--- config.mk ---
export PLATFORM = sky130hd
export DESIGN_NAME = approx_dot_acc
export DESIGN_NICKNAME = d
export VERILOG_FILES = /design/src/rtl/approx_mult_pkg.sv /design/src/rtl/approx_dot_acc_sat_adder.sv /design/src/rtl/approx_dot_acc.sv
export SDC_FILE = /design/constraint.sdc
export NUM_CORES = 1
export LEC_CHECK = 0
export ABC_AREA = 1
export BUFFER_PORTS_ARGS = -buffer_cell sky130_fd_sc_hd__buf_2
export CAP_MARGIN = 10
export CORE_MARGIN = 2
export CORE_UTILIZATION = 32
export CTS_CLUSTER_DIAMETER = 200
export CTS_CLUSTER_SIZE = 40
export DETAILED_ROUTE_END_ITERATION = 8
export GPL_TIMING_DRIVEN = 0
export RECOVER_POWER = 25
export SETUP_SLACK_MARGIN = 0.5
export SLEW_MARGIN = 20
export SYNTH_ARGS = -nofsm -noshare
export SYNTH_HDL_FRONTEND = slang
export SYNTH_HIERARCHICAL = 1
export SYNTH_SLANG_ARGS = --single-unit
--- constraint.sdc ---
create_clock -name clk -period 2.3 [get_ports clk]
set_input_delay 0.575 -clock clk [delete_from_list [all_inputs] [get_ports clk]]
set_output_delay 0.575 -clock clk [all_outputs]
set_load 0.05 [all_outputs]
--- src/rtl/approx_mult_pkg.sv ---
// Shared widths and FSM state type for the approximate multiply/accumulate path.
package approx_mult_pkg;

  localparam int PROD_W = 15;
  localparam int OP_W   = 8;
  localparam int CNT_W  = 9;

  typedef enum logic [1:0] {
    IDLE,
    ACCUM,
    DONE
  } state_t;

endpackage

--- src/rtl/approx_dot_acc_sat_adder.sv ---
// Combinational saturating add of a zero-extended product onto a W-bit accumulator.
module sat_adder
  import approx_mult_pkg::*;
#(
  parameter int W = 24
) (
  input  logic [W-1:0]      a,
  input  logic [PROD_W-1:0] b,
  output logic [W-1:0]      y,
  output logic              ovf
);

  logic [W:0] sum;

  // One guard bit above the accumulator catches the carry-out.
  assign sum = {1'b0, a} + (W+1)'(b);
  assign ovf = sum[W];
  assign y   = ovf ? {W{1'b1}} : sum[W-1:0];

endmodule

--- src/rtl/approx_dot_acc.sv ---
// Frame accumulator for approximate products: saturating sum of up to LEN beats,
// result held on a valid/ready output until taken.
//
// state | meaning
// IDLE  | empty, waiting for the first beat of a frame
// ACCUM | frame open, summing beats until in_last or LEN beats
// DONE  | result presented, input stalled until the result is taken
module approx_dot_acc
  import approx_mult_pkg::*;
#(
  parameter int LEN   = 16,
  parameter int ACC_W = 24
) (
  input  logic              clk,
  input  logic              rst_n,
  input  logic              in_valid,
  output logic              in_ready,
  input  logic [PROD_W-1:0] in_prod,
  input  logic              in_last,
  output logic              out_valid,
  input  logic              out_ready,
  output logic [ACC_W-1:0]  out_sum,
  output logic [CNT_W-1:0]  out_count,
  output logic              out_sat
);

  state_t             state_q, state_nxt;
  logic [ACC_W-1:0]   acc_q, acc_nxt;
  logic [CNT_W-1:0]   cnt_q, cnt_nxt;
  logic               sat_q, sat_nxt;
  logic               in_ready_q, out_valid_q;

  logic               accept, take;
  logic [CNT_W-1:0]   cnt_inc;
  logic               final_beat;
  logic [ACC_W-1:0]   add_y;
  logic               add_ovf;

  sat_adder #(.W(ACC_W)) u_sat_adder (
    .a   (acc_q),
    .b   (in_prod),
    .y   (add_y),
    .ovf (add_ovf)
  );

  assign accept     = in_valid && in_ready_q;
  assign take       = out_valid_q && out_ready;
  assign cnt_inc    = (state_q == IDLE) ? CNT_W'(1) : cnt_q + CNT_W'(1);
  // in_last and the LEN limit close the same frame; either alone suffices.
  assign final_beat = in_last || (cnt_inc == CNT_W'(LEN));

  always_comb begin
    state_nxt = state_q;
    acc_nxt   = acc_q;
    cnt_nxt   = cnt_q;
    sat_nxt   = sat_q;
    case (state_q)
      IDLE: begin
        if (accept) begin
          acc_nxt   = ACC_W'(in_prod);
          cnt_nxt   = cnt_inc;
          sat_nxt   = 1'b0;
          state_nxt = final_beat ? DONE : ACCUM;
        end
      end
      ACCUM: begin
        if (accept) begin
          acc_nxt = add_y;
          cnt_nxt = cnt_inc;
          sat_nxt = sat_q | add_ovf;
          if (final_beat) state_nxt = DONE;
        end
      end
      DONE: begin
        if (take) begin
          acc_nxt   = '0;
          cnt_nxt   = '0;
          sat_nxt   = 1'b0;
          state_nxt = IDLE;
        end
      end
      default: state_nxt = IDLE;
    endcase
  end

  always_ff @(posedge clk) begin
    if (!rst_n) begin
      state_q     <= IDLE;
      acc_q       <= '0;
      cnt_q       <= '0;
      sat_q       <= 1'b0;
      in_ready_q  <= 1'b0;
      out_valid_q <= 1'b0;
    end else begin
      state_q     <= state_nxt;
      acc_q       <= acc_nxt;
      cnt_q       <= cnt_nxt;
      sat_q       <= sat_nxt;
      in_ready_q  <= (state_nxt != DONE);
      out_valid_q <= (state_nxt == DONE);
    end
  end

  assign in_ready  = in_ready_q;
  assign out_valid = out_valid_q;
  assign out_sum   = acc_q;
  assign out_count = cnt_q;
  assign out_sat   = sat_q;

endmodule

==> results.ini <==
[status]
outcome=completed

[clock_network]
clk_pin_slew_ns=0.09
holdBufCountCts=0
clk_path_buf_depth=2
cts-htree-levels=2
cts_tree=done
insertion_delay_ns=0.30
numCtsBuffers=5
clock-root-buffer=clkbuf_8
cts_sinks=38

[power_and_ir_drop]
peakVddDrop_mv=0.308
powerDensity_mw_per_mm2=595
p_total_w=0.00294
leakage_nw=2.43

[placement]
portBuffers=54
pre_cts_slack_ns=-0.327
gp_congestion=0.920
dp_hpwl_um=8170
dp.cells=765

[synth]
synth.area.top_cells=dfxtp_1 (22%), nand2_1 (18%), inv_1 (9.3%)
synth-seq-cells=38
yosysSeqAreaShare_pct=22.1
syn_nets=616
synth_area_mm2=0.00344
synth_edf_count=0
synthMuxAreaShare_pct=0
synth_top_family_by_area=simple AND/OR/NAND/NOR gates
synth.most_common_cell=nand2_1
synth_common_cells=nand2_1 (163), inv_1 (85), nor2_1 (68), nand3_1 (45), dfxtp_1 (38)
yosysTopAreaCell=dfxtp_1
synthXorXnorAreaFrac_pct=1.27
yosys.area_share.simple_pct=45.1
yosysWarnings=6
postSynthAreaPerCell_um2=5.98
synth_async_sr_flop_share_pct=0
synthAdderAreaFrac_pct=7.86
synth-compound-area-share_pct=11.6
ys.flop_type=dfxtp_1
synth_top_area_share_pct=22.1
syn_inst=575
synthDistinctLibCells=34

[sta]
setup_slack_ns=0.165
worstMarginPinSlew_ns=0.610
hold_violations=0
fmax_ghz=0.468
finalMaxSlewViolations=0
final.min_clock_period_ns=2.14
fin_crit_sh_pct=92.8
rsz0062_at_grt=true
setup_violations=0
max_slew_margin_pct=59.5
skew_ns=0.0101
hold_slack_ns=0.452

[drt]
wl_met1_um=5290
avgViaCountPerCell=5.01
num_vias=4062
met2_length_um=5320
drtIter0Drc=218
drt-total-wl_um=11400
final_antenna_net_count=0
drt-pass1-iter-count=5
top_layer_used=met4
routedWlPerCell_um=14.1
drc=0
wl_met3_um=518

[floorplan]
start_util_pct=33.2
die_w_um=108
dieArea_mm2=0.0116
die_y_um=108
ios=56
placeableCoreArea_mm2=0.0104
rows=37

[setup_path]
cp_max_fo=10
crit_required_ns=2.49
cp_common_cell=inv_1
worstSetupStartpointType=flop
worst-path-buf-inv=4
timing_worst_setup_path_type=flop to flop
crit_arrival_ns=2.32
max_stage_delay_ns=0.45
r2r_setup_slack_ns=0.16
crit_family=buffers and inverters
crit_slowest_cell=dfxtp_1
path_cells=clkinvlp_2 -> ha_1 -> inv_1 -> a21oi_2 -> inv_1 -> nand3_4 -> clkbuf_2 -> a221oi_1 -> nor2_1
worstSetupEndpointType=flop

[global_routing]
grt_max_degree=12
grt_pass1_vias=3770
antenna_found_initial=0
grt_pass1_wl_um=17700
track_usage_pct=19.2
grt_overflow=0

[finish]
finalNonFillerCells=810
fin_nets=715
drive_above_1_share_pct=36.4
area_growth_pct=43.6
antenna_cells=0

[min_path]
hp-class=flop to flop

[job]
cap_violations=0

## area by class of cell
type,instances,area [um2]
Clock buffer,5,68.8
Sequential cell,38,788
Fill cell,1075,5430
Timing Repair Buffer,92,638
Clock inverter,2,10.0
Multi-Input combinational cell,432,2820
Inverter,94,364
Buffer,11,80.1
Tap cell,136,170
## logic make-up after synthesis
kind of cell | Yosys count
flops | 38
xor+xnor | 5
compound gates | 65
fa+ha+maj | 21
simple gates | 341
buf+inv | 105
## cells in the final DEF, fill, tap and decap left out, types with 12 or more instances in the layout
cell / instances
dfxtp_1: 22
ha_4: 16
nand4_1: 13
a21oi_1: 16
buf_4: 30
nor2_1: 62
nand3_1: 33
buf_2: 51
inv_1: 82
nand3_2: 18
o21ai_0: 14
nand2_1: 140
a221oi_2: 12
nand2_2: 27
dfxtp_2: 13
## through the flow
step | setup TNS, ns | area, um2 | utilization [%]
global route | 0 | 4940 | 47.6
finish | 0 | 4940 | 47.6
CTS | 0 | 4490 | 43.3
global placement | -4.13 | 3970 | 38.3
detailed placement | -4.78 | 3970 | 38.3
floorplan | 0 | 3530 | -
## state kept, by name, summed over array words and instances (netlist names)
signal	count
out_valid	1
state_q	2
out_sum	24
in_ready	1
out_count	9
out_sat	1
## where the power goes
group | leakage (nW) | switching, W | internal, W | total (W)
combinational | 2.06 | 0.00102 | 0.000607 | 0.00163
sequential | 0.319 | 0.000107 | 0.000738 | 0.000845
clock | 0.0438 | 0.000262 | 0.000204 | 0.000466
total | 2.43 | 0.00139 | 0.00155 | 0.00294
## layer usage
| layer | global-route usage (%) | vias up |
|---|---|---|
| met1 | 24.4 | 1870 |
| met4 | 6.04 | 0 |
| met5 | 0 | - |
| met3 | 3.21 | 25 |
| li1 | - | 2048 |
| met2 | 33.0 | 119 |
## worst paths after layout
path	startpoint	endpoint	depth (start not counted)
min	out_sat	out_sat	2
min reg2reg	out_sat	out_sat	2
max	state_q[0]	out_sum[1]	9
max reg2reg	state_q[0]	out_sum[1]	9
## what timing repair did
action,CTS,global route
cloned,1,0
pin swaps,18,39
resized for setup,56,76
setup endpoints to repair,29,29
buffers inserted,14,23
## tightest hold or removal path: stages (launching register included)
cell,delay [ns]
dfxtp_1,0.31
inv_1,0.05
a21oi_1,0.05
Note: power is estimated with default switching activity, not from simulation.
